<file path="src/rtl/mem_stage_pkg.sv">
// Shared definitions for the memory stage: memop encoding, size codes, FSM states.
package mem_stage_pkg;

    // ex_memop bit positions
    localparam int unsigned MemopLoadBit  = 3;
    localparam int unsigned MemopStoreBit = 2;

    // ex_memop[1:0] access size codes
    localparam logic [1:0] SizeByte = 2'b00;
    localparam logic [1:0] SizeHalf = 2'b01;
    localparam logic [1:0] SizeWord = 2'b10;

    typedef enum logic [1:0] {
        StIdle,
        StAccess,
        StResp
    } state_e;

    // Half needs 2-byte alignment, word needs 4-byte alignment.
    function automatic logic is_misaligned(input logic [1:0] size, input logic [1:0] addr_lo);
        case (size)
            SizeHalf: return addr_lo[0];
            SizeWord: return (addr_lo != 2'b00);
            default:  return 1'b0;
        endcase
    endfunction

    function automatic logic [3:0] byte_enable(input logic [1:0] size, input logic [1:0] addr_lo);
        case (size)
            SizeByte: return 4'b0001 << addr_lo;
            SizeHalf: return 4'b0011 << addr_lo;
            default:  return 4'b1111;
        endcase
    endfunction

endpackage

</file>
<file path="src/rtl/load_align.sv">
// Load data alignment: picks the addressed byte/half out of a memory word and extends it.
module load_align
    import mem_stage_pkg::*;
(
    input  logic [31:0] i_rdata,
    input  logic [1:0]  i_addr_lo,
    input  logic [1:0]  i_size,
    input  logic        i_unsigned,
    output logic [31:0] o_data
);

    logic [7:0]  w_byte;
    logic [15:0] w_half;

    // Select lane by low address bits, then zero- or sign-extend by size.
    always_comb begin
        w_byte = i_rdata[8*i_addr_lo +: 8];
        w_half = i_addr_lo[1] ? i_rdata[31:16] : i_rdata[15:0];
        case (i_size)
            SizeByte: o_data = {{24{w_byte[7] & ~i_unsigned}}, w_byte};
            SizeHalf: o_data = {{16{w_half[15] & ~i_unsigned}}, w_half};
            default:  o_data = i_rdata;
        endcase
    end

endmodule

</file>
<file path="src/rtl/mem_stage.sv">
// Pipeline memory stage: EX/MEM register, data-memory handshake and writeback pulse.
module mem_stage #(
    parameter int unsigned ADDR_W = 12,
    parameter int unsigned DATA_W = 32
) (
    input  logic              clk,
    input  logic              rst_n,
    input  logic              ex_valid,
    output logic              ex_ready,
    input  logic [DATA_W-1:0] ex_result,
    input  logic [DATA_W-1:0] ex_store_data,
    input  logic [3:0]        ex_memop,
    input  logic              ex_unsigned,
    input  logic [4:0]        ex_rd,
    input  logic              ex_regwrite,
    output logic              mem_req,
    output logic              mem_we,
    output logic [ADDR_W-1:0] mem_addr,
    output logic [3:0]        mem_be,
    output logic [DATA_W-1:0] mem_wdata,
    input  logic              mem_ack,
    input  logic [DATA_W-1:0] mem_rdata,
    output logic              wb_valid,
    output logic [4:0]        wb_rd,
    output logic              wb_regwrite,
    output logic [DATA_W-1:0] wb_data,
    output logic              misalign_err
);

    import mem_stage_pkg::*;

    state_e            r_state;
    state_e            w_state_d;
    logic [DATA_W-1:0] r_result;
    logic [DATA_W-1:0] r_sd;
    logic [DATA_W-1:0] r_rdata;
    logic [3:0]        r_memop;
    logic              r_unsigned;
    logic [4:0]        r_rd;
    logic              r_regwrite;
    logic              r_misalign;

    logic              w_ex_mem;
    logic              w_ex_misalign;
    logic              w_access;
    logic              w_is_load;
    logic              w_is_store;
    logic [DATA_W-1:0] w_load_data;

    assign w_ex_mem      = ex_memop[MemopLoadBit] | ex_memop[MemopStoreBit];
    assign w_ex_misalign = w_ex_mem & is_misaligned(ex_memop[1:0], ex_result[1:0]);
    assign w_is_load     = r_memop[MemopLoadBit];
    assign w_is_store    = r_memop[MemopStoreBit];

    // State register and EX/MEM capture; load data latched on the ack cycle only.
    always_ff @(posedge clk or negedge rst_n) begin
        if (!rst_n) begin
            r_state    <= StIdle;
            r_result   <= '0;
            r_sd       <= '0;
            r_rdata    <= '0;
            r_memop    <= '0;
            r_unsigned <= 1'b0;
            r_rd       <= '0;
            r_regwrite <= 1'b0;
            r_misalign <= 1'b0;
        end else begin
            r_state <= w_state_d;
            if (r_state == StIdle && ex_valid) begin
                r_result   <= ex_result;
                r_sd       <= ex_store_data;
                r_memop    <= ex_memop;
                r_unsigned <= ex_unsigned;
                r_rd       <= ex_rd;
                r_regwrite <= ex_regwrite;
                r_misalign <= w_ex_misalign;
            end
            if (r_state == StAccess && mem_ack) begin
                r_rdata <= mem_rdata;
            end
        end
    end

    // Next state: misaligned accesses skip memory and report straight from RESP.
    always_comb begin
        w_state_d = r_state;
        case (r_state)
            StIdle: begin
                if (ex_valid) begin
                    w_state_d = (w_ex_mem && !w_ex_misalign) ? StAccess : StResp;
                end
            end
            StAccess: begin
                if (mem_ack) begin
                    w_state_d = StResp;
                end
            end
            StResp:  w_state_d = StIdle;
            default: w_state_d = StIdle;
        endcase
    end

    load_align u_load_align (
        .i_rdata    (r_rdata),
        .i_addr_lo  (r_result[1:0]),
        .i_size     (r_memop[1:0]),
        .i_unsigned (r_unsigned),
        .o_data     (w_load_data)
    );

    // Memory request outputs, held from registered fields so they stay stable in ACCESS.
    always_comb begin
        w_access  = (r_state == StAccess);
        mem_req   = w_access;
        mem_we    = w_access & w_is_store;
        mem_addr  = '0;
        mem_be    = '0;
        mem_wdata = '0;
        if (w_access) begin
            mem_addr = {r_result[ADDR_W-1:2], 2'b00};
            mem_be   = byte_enable(r_memop[1:0], r_result[1:0]);
            case (r_memop[1:0])
                SizeByte: mem_wdata = {4{r_sd[7:0]}};
                SizeHalf: mem_wdata = {2{r_sd[15:0]}};
                default:  mem_wdata = r_sd;
            endcase
        end
    end

    // Writeback pulse; stores, misaligned ops and loads to x0 never write the register file.
    always_comb begin
        ex_ready     = (r_state == StIdle);
        wb_valid     = (r_state == StResp);
        wb_rd        = r_rd;
        wb_data      = (w_is_load && !r_misalign) ? w_load_data : r_result;
        wb_regwrite  = wb_valid & r_regwrite & ~w_is_store & ~r_misalign &
                       ~(w_is_load & (r_rd == 5'd0));
        misalign_err = wb_valid & r_misalign;
    end

endmodule

</file>
<file path="config.mk">
export PLATFORM = sky130hd
export DESIGN_NAME = mem_stage
export DESIGN_NICKNAME = d
export VERILOG_FILES = /design/src/rtl/mem_stage_pkg.sv /design/src/rtl/load_align.sv /design/src/rtl/mem_stage.sv
export SDC_FILE = /design/constraint.sdc
export NUM_CORES = 1
export LEC_CHECK = 0
export BUFFER_PORTS_ARGS = -buffer_cell sky130_fd_sc_hd__buf_2
export CAP_MARGIN = 10
export CORE_UTILIZATION = 45
export DETAILED_ROUTE_END_ITERATION = 10
export PLACE_DENSITY = 0.84
export SLEW_MARGIN = 25
export SYNTH_ARGS = -nofsm -noshare
export SYNTH_HDL_FRONTEND = slang
export SYNTH_SLANG_ARGS = --single-unit
</file>
<file path="constraint.sdc">
create_clock -name clk -period 1.6 [get_ports clk]
set_input_delay 0.32 -clock clk [delete_from_list [all_inputs] [get_ports clk]]
set_output_delay 0.32 -clock clk [all_outputs]
set_load 0.03 [all_outputs]
</file>
# --- Word level (Yosys, flattened, before mapping) ---
# Cells that the tools add are included.
# Widths: inputs -> output; s select.
totals:
  ff_bits: 110
  in_bits: 111
  output_inout_bits: 91
  elab_cells: 58
op_classes:
  n_eq_ne: 7
  shifts: 3
  n_mux: 13
  n_bitwise: 15
  reduce_logical: 11
op_table:
  columns: ["cell", "count"]
  rows:
  - ["$pmux 32 s2", 2]
  - ["$mux 32", 2]
  - ["$shiftx 32x6->8", 1]
  - ["$mux 16", 1]
  - ["$mux 12", 1]
  - ["$and 1x1->1", 10]
  - ["$pmux 4 s2", 1]
  - ["$eq 2x1->1 const B", 3]
  - ["$mux 2", 3]
  - ["$logic_not 5->1", 1]
  - ["$eq 2x2->1 const B", 2]
  - ["$logic_and 1x1->1", 4]
  - ["$logic_not 2->1", 2]
  - ["$mux 4", 1]
  - ["$not 1->1", 4]
  - ["$pmux 2 s2", 1]
  - ["$shl 1x2->4 const A", 1]
  - ["$shl 2x2->4 const A", 1]
  - ["$logic_not 1->1", 2]
  - ["$ne 2x1->1 const B", 1]
  - ["$ne 2x2->1 const B", 1]
  - ["$pmux 1 s2", 1]
  - ["$reduce_and 2->1", 1]
  - ["$reduce_bool 2->1", 1]
  - ["$or 1x1->1", 1]

# --- Depth between registers and ports, before layout ---
# Gate-level depths: netlist of the first run.
logic_depth:
  word_depth: 8
  ltp_mapped: 7
  depth_no_buf: 5

# --- By module ---
# From an unflattened synthesis of the first run, not the netlist that was laid out.
hier_totals:
  hier_cells: 533
  hier_area_um2: 6057.1
modules_own_cells:
  columns: ["mod", "n_inst", "cells_each", "area_per_inst_um2"]
  rows:
  - ["mem_stage", 1, 411, 5362.6]
  - ["load_align", 1, 122, 694.4]

# --- Worst setup path after synthesis of the first run ---
# No wires, ideal clock.
synth_path:
  path_type: "register -> output"
  start: "reg r_memop[1]"
  end: "out wb_data[24]"
  arrival_time_ns: 1.910
  t_required_ns: 1.280
  slack_ns: -0.630
  path_stages_with_launch: 6
  n_path_buf: 2
  cell_sequence: "dfrtp_1 -> buf_2 -> nor4b_4 -> buf_4 -> a21oi_1 -> o31ai_1"
synth_between:
  elab_chain_len: 3
  word_cells_on_any_way: 4
  classes_between: "1 x eq/ne; 2 x mux; 1 x reduce/logical"
synth_rtl:
  columns: ["item", "line_no", "source"]
  rows:
  - ["start: declaration", "mem_stage.sv:37", "logic [3:0] r_memop;"]
  - ["start signal: assignment", "mem_stage.sv:72", "r_memop <= ex_memop;"]
  - ["$eq 2x1->1 / $logic_not 2->1 (equally long branches)", "load_align.sv:19", "case (i_size)"]
  - ["$pmux 32 s2 *", "load_align.sv:19", null]
  - ["$mux 32 *", "mem_stage.sv:135", "wb_data = (w_is_load && !r_misalign) ? w_load_data : r_result;"]
  - ["end: declaration", "mem_stage.sv:26", "output logic [DATA_W-1:0] wb_data,"]
# Mark *: on every way between the ends. The rest lies on a longest branch, timed or not.

# --- Worst setup path after layout of the first run ---
layout_path:
  start: "reg r_memop[1]"
  end: "out mem_wdata[9]"
layout_between:
  elab_chain_len: 3
  word_cells_on_any_way: 4
  classes_between: "1 x eq/ne; 2 x mux; 1 x reduce/logical"
layout_rtl:
  columns: ["item", "line_no", "source"]
  rows:
  - ["$eq 2x1->1 / $logic_not 2->1 (equally long branches)", "mem_stage.sv:122", "case (r_memop[1:0])"]
  - ["$pmux 32 s2 *", "mem_stage.sv:122", null]
  - ["$mux 32 *", "mem_stage.sv:119", "if (w_access) begin"]
  - ["end: declaration", "mem_stage.sv:20", "output logic [DATA_W-1:0] mem_wdata,"]
# Marks and branches as above.

==> results.json, run 1 <==
{
  "outcome": "finished, violations left",
  "violations": "setup timing",
  "syn_avg_cell_area_um2": 11.3,
  "critical_path.startpoint_type": "flop",
  "vias": 6481,
  "clk_path_buf_depth": 2,
  "seqPwrFrac": 0.211,
  "core-area_mm2": 0.0133,
  "synthMuxAreaShare": 0.252,
  "clk_latency_ns": 0.37,
  "switching_share": 0.457,
  "maxSlewViolCount": 0,
  "cpLargestDelayFamily": "buffers and inverters",
  "clock_skew_ns": 0.0123,
  "drt_pass1_iterations": 7,
  "cts_root_buf": "clkbuf_16",
  "synth_adder_area_share": 0.00405,
  "dp.cells": 975,
  "p_int_mw": 15.4,
  "cp_max_fo": 8,
  "grt_use_total": 0.323,
  "power_mw": 28.3,
  "synthArstFlopShare": 1.00,
  "synth_top_family_by_area": "multiplexers",
  "ant_nets": 0,
  "p_sw_mw": 12.9,
  "antenna_found_initial": 5,
  "ff2ff_setup_slack_ns": -0.11,
  "post-route-drc-count": 0,
  "critPathArrivalTime_ns": 2.05,
  "fin_crit_sh": 1.48,
  "die-width_um": 119,
  "fmax_mhz": 422,
  "layout.nets": 973,
  "globalplace.congestion": 0.848,
  "whs_ns": 0.168,
  "synth_cell_type_count": 50,
  "via_per_inst": 6.19,
  "synth_xor_area_frac": 0.00142,
  "hold_viol": 0,
  "crit_path_max_incr_delay_ns": 0.52,
  "ff_latch_area_mm2": 0.00276,
  "nFillCells": 633,
  "place_area_mm2": 0.00851,
  "grt_pass1_vias": 6283,
  "drtIter0Drc": 613,
  "numClockSinks": 110,
  "postSynthCellCount": 549,
  "h-tree-depth": 3,
  "fin_area_mm2": 0.0109,
  "p_per_area_mw_per_mm2": 2590,
  "path_clk_slew_ns": 0.08,
  "fin_ws_ns": -0.772,
  "crit_path_cell_trace": "buf_6 > buf_12 > nor2_4 > buf_12 > nand2_2 > a21oi_4 > buf_6",
  "grt_overflow_total": 0,
  "initial_core_util": 0.463,
  "cellLeakagePower_nw": 5.04,
  "synth_area_mm2": 0.00618,
  "cts_tree": "done",
  "hp-class": "input pin to flop",
  "cap_viol_max_count": 0,
  "finalSetupViolations": 187,
  "ys_seq_elements": 110,
  "boundaryPins": 202,
  "grt_max_degree": 35,
  "synth_edf_count": 0,
  "synth_compound_area_frac": 0.130,
  "dp_hpwl_um": 14700,
  "synth_warnings": 0,
  "grt_setup_unrepaired": "yes",
  "crit_path_start": "r_memop[1]$_DFFE_PN0P_",
  "die_area_mm2": 0.0142,
  "critical_path_buf_inv_count": 4,
  "multi_input_area_mm2": 0.00444,
  "worstSetupEndpointType": "output pin",
  "critPathRequiredTime_ns": 1.28,
  "ys.flop_type": "dfrtp_1",
  "fp.dieH_um": 119,
  "stdcell_count": 1047,
  "ys_seq_area_frac": 0.445,
  "combPwrFrac": 0.712,
  "drt_wl_total_um": 28200,
  "post-route-min-period_ns": 2.37,
  "wire_per_inst_um": 27.0,
  "cts_buffers": 9,
  "critPathSlowestCell": "dfrtp_2",
  "area_growth_syn_to_layout_pct": 77.0,
  "port_buffers": 199,
  "critPathKind": "flop to output pin",
  "grt_pass1_wl_um": 34900,
  "hp-start": "ex_rd[1]",
  "clock_power_share": 0.077,
  "vdd_drop_max_mv": 1.73,
  "drive_gt1_frac": 0.734,
  "post-place-ws_ns": -0.411,
  "rows": 42,
  "r2r_start": "r_state[0]$_DFFE_PN0P_",
  "synth-simple-area-share": 0.115
}
-- flip-flops by register name, summed over array words and instances (netlist names), 2 cells and up --
| signal | cells |
|---|---|
| r_rdata | 32 |
| r_result | 32 |
| r_sd | 32 |
| wb_rd | 5 |
| r_memop | 4 |
| r_state | 2 |
-- final timing paths --
path | cells after the start | to
worst min-delay path | 3 | wb_rd[1]$_DFFE_PN0P_
worst min register to register | 1 | r_result[15]$_DFFE_PN0P_
worst max-delay path | 7 | mem_wdata[9]
min in group asynchronous | 2 | r_memop[1]$_DFFE_PN0P_
worst max register to register | 6 | r_result[2]$_DFFE_PN0P_
max in group asynchronous | 3 | r_result[1]$_DFFE_PN0P_
-- timing repair --
item                                    4_1_cts  5_1_grt
cloned                                        2        9
buffers inserted                             18       24
hold endpoints to repair                     21        0
resized for setup                           256      215
endpoints found under the setup margin       83      159
pin swaps                                    18       36
hold buffers                                  1        0
-- stage by stage --
stage | util | TNS [ns]
after floorplan | - | -6.98
after global placement | 0.637 | -12.75
after detailed placement | 0.637 | -15.71
after CTS | 0.733 | -35.92
after global routing | 0.820 | -55.15
final | 0.820 | -48.02
-- cells by family after synthesis --
logic type      Yosys count
fa+ha+maj                 2
other cells               1
flops                   110
compound gates          116
mux                     129
simple gates            135
buf+inv                  55
xor+xnor                  1
-- cell type report --
cell class,count,area share
timing repair buffer,347,0.292
tap,176,0.0201
clock inverter,1,0.000457
inverter,7,0.00423
antenna,6,0.00137
multi-input combinational,385,0.406
clock buffer,15,0.0245
sequential,110,0.252
-- synth_stat cells (2+ instances only) --
cell type	instances	area, um^2
inv_1	6	22.5
o31ai_1	12	90.1
a32oi_1	5	43.8
o21ai_0	8	40.0
dfrtp_1	110	2750
buf_2	22	110
buf_6	9	101
a31oi_1	17	106
a211oi_1	2	15.0
mux2_4	29	435
clkbuf_1	12	45.0
a211o_1	2	17.5
a21oi_1	37	185
and3_1	2	12.5
and3b_1	8	70.1
nor2_1	27	101
o22ai_1	2	12.5
buf_4	5	37.5
mux2i_1	11	110
mux2_2	88	991
or2_2	2	12.5
nand3_1	2	10.0
nor2b_1	6	37.5
o31ai_2	5	62.6
nand4_1	4	25.0
ha_1	2	25.0
o211ai_1	20	150
nand2b_1	4	25.0
and2_1	21	131
nand2_1	49	184
-- power groups by stage --
stage,Combinational (mW),Sequential [mW],Clock [mW]
finish,20.2,5.97,2.18
global route,20.8,6.00,2.29
CTS,16.2,5.50,2.15
detailed placement,13.7,5.42,0
global placement,13.4,5.34,0
floorplan,9.62,5.07,0
-- metal layers --
| metal | vias to the layer above | GRT usage | part of all wire |
|---|---|---|---|
| met5 | - | 0 | 0 |
| met4 | 0 | 0.185 | 0.061 |
| met3 | 155 | 0.0704 | 0.084 |
| met2 | 491 | 0.537 | 0.48 |
| met1 | 3225 | 0.385 | 0.37 |
| li1 | 2610 | - | - |
-- placed cells by master, fill, tap and decap left out, drive strengths merged, types with 8 or more instances in the layout --
cell type  instances
nand2             49
and2              22
o211ai            20
a21oi             38
dfrtp            110
and3b              8
o31ai             17
mux2             117
mux2i             11
nor2              27
o21ai              8
a31oi             17
clkbuf            22
buf              339
-- worst register-to-register path, stage by stage (launching register included) --
cell and delay [ns]:
dfrtp_2 0.45, buf_6 0.14, nor3b_4 0.23, buf_4 0.15, buf_8 0.14, clkbuf_16 0.18, mux2_4 0.31
Note: power is estimated with default switching activity, not from simulation.
==> inputs of run 2 (changes only) <==
--- a/config.mk
+++ b/config.mk
@@ -5,12 +5,13 @@
 export SDC_FILE = /design/constraint.sdc
 export NUM_CORES = 1
 export LEC_CHECK = 0
-export BUFFER_PORTS_ARGS = -buffer_cell sky130_fd_sc_hd__buf_2
 export CAP_MARGIN = 10
 export CORE_UTILIZATION = 45
 export DETAILED_ROUTE_END_ITERATION = 10
-export PLACE_DENSITY = 0.84
+export DONT_BUFFER_PORTS = 1
+export PLACE_DENSITY = 0.71
 export SLEW_MARGIN = 25
 export SYNTH_ARGS = -nofsm -noshare
 export SYNTH_HDL_FRONTEND = slang
+export SYNTH_HIERARCHICAL = 1
 export SYNTH_SLANG_ARGS = --single-unit
==> run 2 against run 1 <==
The run ends with hold timing, setup timing left. Via count fell by 27%. Critical path depth fell by 1. Routed wire length fell by 29%. Combinational power fell by 24%. Hold slack got worse by 0.52 ns. Synthesized cell count fell by 2.9%. Setup slack got worse by 0.015 ns. Die area fell by 2.0%. Area after synthesis fell by 2.1%. Count of clock-buffer cells in the layout fell by 2. Flip-flop and latch count did not move. Total power fell by 18%. Highest routed layer is now met5.
==> results.json, run 2 <==
{
  "globalplace.congestion": 0.816,
  "outcome": "finished, violations left",
  "critPathArrivalTime_ns": 2.07,
  "critical_path.startpoint_type": "flop",
  "cts_root_buf": "clkbuf_16",
  "diodes": 0,
  "antenna_found_initial": 1,
  "post-route-min-period_ns": 2.39,
  "synth_cell_type_count": 40,
  "post-route-drc-count": 0,
  "synth_top_cell_by_area": "dfrtp_1",
  "grt_pass1_wl_um": 27200,
  "vdd_drop_max_mv": 1.45,
  "boundaryPins": 202,
  "clk_latency_ns": 0.36,
  "hp-class": "input pin to async pin",
  "cp_max_fo": 4,
  "yosys-top-cells-count": "117 x mux2_2, 110 x dfrtp_1, 84 x nand2_1, 30 x mux2_4, 23 x a21oi_1",
  "synth_area_mm2": 0.00606,
  "area_growth_syn_to_layout_pct": 49.1,
  "violations": "hold timing, setup timing",
  "path_clk_slew_ns": 0.07,
  "rows": 42,
  "synth_most_common_cell": "mux2_2",
  "crit_path_frequent_cell": "mux2_4",
  "ys_seq_elements": 110,
  "r2r_start": "r_state[0]$_DFFE_PN0P_",
  "dp_hpwl_um": 11200,
  "synth_edf_count": 0,
  "port_buffers": 0,
  "worstSetupEndpointType": "output pin",
  "cts_buffers": 9,
  "post-place-ws_ns": -0.474,
  "largest_registers": "r_rdata x32, r_result x32, r_sd x32",
  "ys_seq_area_frac": 0.454,
  "p_per_area_mw_per_mm2": 2550,
  "numClockSinks": 110,
  "initial_core_util": 0.459,
  "die_area_mm2": 0.0139,
  "mostFrequentLayoutCells": "138 x mux2_4, 105 x dfrtp_1, 66 x buf_6, 65 x nand2_1, 49 x buf_4",
  "fmax_mhz": 419,
  "fp.dieH_um": 118,
  "maxSlewViolCount": 0,
  "critPathSlowestCell": "dfrtp_2",
  "layout.nets": 766,
  "whs_ns": -0.348,
  "finalSetupViolations": 159,
  "fin_ws_ns": -0.787,
  "via_per_inst": 5.67,
  "cts_tree": "done",
  "grt_overflow_total": 0,
  "crit_path_max_incr_delay_ns": 0.41,
  "ys.flop_type": "dfrtp_1",
  "drtIter0Drc": 230,
  "critPathRequiredTime_ns": 1.28,
  "drt_wl_total_um": 20000,
  "cap_viol_max_count": 0,
  "grt_pass1_vias": 4854,
  "synthArstFlopShare": 1.00,
  "h-tree-depth": 3,
  "postSynthCellCount": 533,
  "stdcell_count": 834,
  "clk_path_buf_depth": 2,
  "synth_area_leaders": "dfrtp_1 45%, mux2_2 22%, mux2_4 7.4%, nand2_1 5.2%, and2_1 2.1%",
  "grt_max_degree": 111,
  "rr_worst_depth": 6,
  "synth_warnings": 6,
  "synth_top_area_frac": 0.454,
  "crit_path_cell_trace": "mux2i_1 > mux2_4 > nor4_4 > buf_4 > a221o_1 > mux2_4",
  "dp.cells": 765,
  "r2r_end": "r_sd[6]$_DFFE_PN0P_",
  "mostFrequentLayoutCell": "mux2_4",
  "critPathKind": "flop to output pin",
  "fin_crit_sh": 1.49,
  "ff2ff_setup_slack_ns": -0.17,
  "syn_avg_cell_area_um2": 11.4,
  "vias": 4730,
  "core-area_mm2": 0.0132,
  "grt_setup_unrepaired": "yes",
  "clock_skew_ns": 0.00489,
  "ant_nets": 0,
  "grt_use_total": 0.256,
  "cellLeakagePower_nw": 4.24,
  "nFillCells": 895,
  "hold_viol": 110,
  "drive_gt1_frac": 0.638,
  "wire_per_inst_um": 24.0,
  "drt_pass1_iterations": 4,
  "die-width_um": 118
}
[run 2: changes by cell type in the layout (fill, tap and decap cells not counted), moves of 10 or more]
| cell | delta |
|---|---|
| o31ai_4 | -17 |
| buf_4 | -30 |
| buf_2 | -116 |
| nand2_4 | -19 |
| mux2_4 | +34 |
| a21oi_2 | +12 |
| buf_6 | -48 |
| nand2_1 | +48 |
| a21oi_4 | -10 |
| o211ai_1 | -20 |
| buf_12 | -10 |
| a21oi_1 | -17 |
[run 2: cells by family (layout without fill, tap and decap cells)]
family / after synthesis / after routing / synth area share
other: 1 / 2 / 0.000619
DFF: 110 / 110 / 0.454
AOI/OAI and AO/OA: 72 / 72 / 0.0773
adders and majority gates: 2 / 2 / 0.00413
buffers and inverters: 47 / 171 / 0.0452
and+or+nand+nor: 144 / 144 / 0.110
muxes: 157 / 157 / 0.308
[run 2: repair_timing]
item	4_1_cts	5_1_grt
pin swaps	46	14
buffers inserted	30	17
hold endpoints to repair	110	110
gates cloned	7	11
setup endpoints to repair	82	158
resized for setup	165	123
[run 2: per-layer routing]
metal  up-vias  part of all wire  global-route usage
met4         2             0.012              0.0569
met3        22             0.065              0.0838
met2       201              0.54               0.444
li1       2094                 -                   -
met1      2411              0.39               0.308
met5         -           0.00065                   0
[run 2: critical path: cells and delay by family, from the launching register on]
| family | cells | cell delay, ns |
|---|---|---|
| mux | 3 | 0.82 |
| flops | 1 | 0.41 |
| compound gates | 1 | 0.28 |
| buf+inv | 1 | 0.16 |
| simple gates | 1 | 0.04 |
[run 2: how the worst max path moves through the flow]
| stage | startpoint | slack [ns] | endpoint | depth (start not counted) |
|---|---|---|---|---|
| floorplan | r_result[0]$_DFFE_PN0P_ | -0.21 | wb_data[10] | 5 |
| global placement | r_result[0]$_DFFE_PN0P_ | -0.43 | wb_data[15] | 5 |
| detailed placement | r_result[0]$_DFFE_PN0P_ | -0.47 | wb_data[15] | 5 |
| CTS | r_result[0]$_DFFE_PN0P_ | -0.80 | wb_data[15] | 6 |
| global route | r_result[0]$_DFFE_PN0P_ | -0.83 | wb_data[15] | 6 |
| finish | r_result[0]$_DFFE_PN0P_ | -0.79 | wb_data[15] | 6 |
[run 2: power by group]
| part | switching, mW | total (mW) | leakage (nW) | internal, mW |
|---|---|---|---|---|
| Clock | 1.02 | 2.28 | 0.144 | 1.26 |
| Sequential | 1.32 | 5.46 | 1.29 | 4.15 |
| Combinational | 7.56 | 15.3 | 2.81 | 7.77 |
| Total | 9.89 | 23.1 | 4.24 | 13.2 |
[run 2: cell type report]
cell class	count	area (um^2)	share of cell area
Multi-Input combinational cell	377	3930	0.435
Sequential cell	110	2760	0.305
Timing Repair Buffer	147	1780	0.197
Clock buffer	13	250	0.0277
Tap cell	176	220	0.0244
Inverter	8	47.5	0.00526
Clock inverter	3	43.8	0.00485
[run 2: metrics by stage]
| step | util | instance area, um^2 | power (mW) | setup TNS, ns |
|---|---|---|---|---|
| CTS | 0.634 | 8370 | 21.4 | -38.76 |
| floorplan | - | 6350 | 14.0 | -4.61 |
| global route | 0.685 | 9030 | 24.0 | -56.02 |
| global placement | 0.539 | 7120 | 16.4 | -13.19 |
| finish | 0.685 | 9030 | 23.1 | -48.64 |
| detailed placement | 0.539 | 7120 | 16.7 | -15.21 |
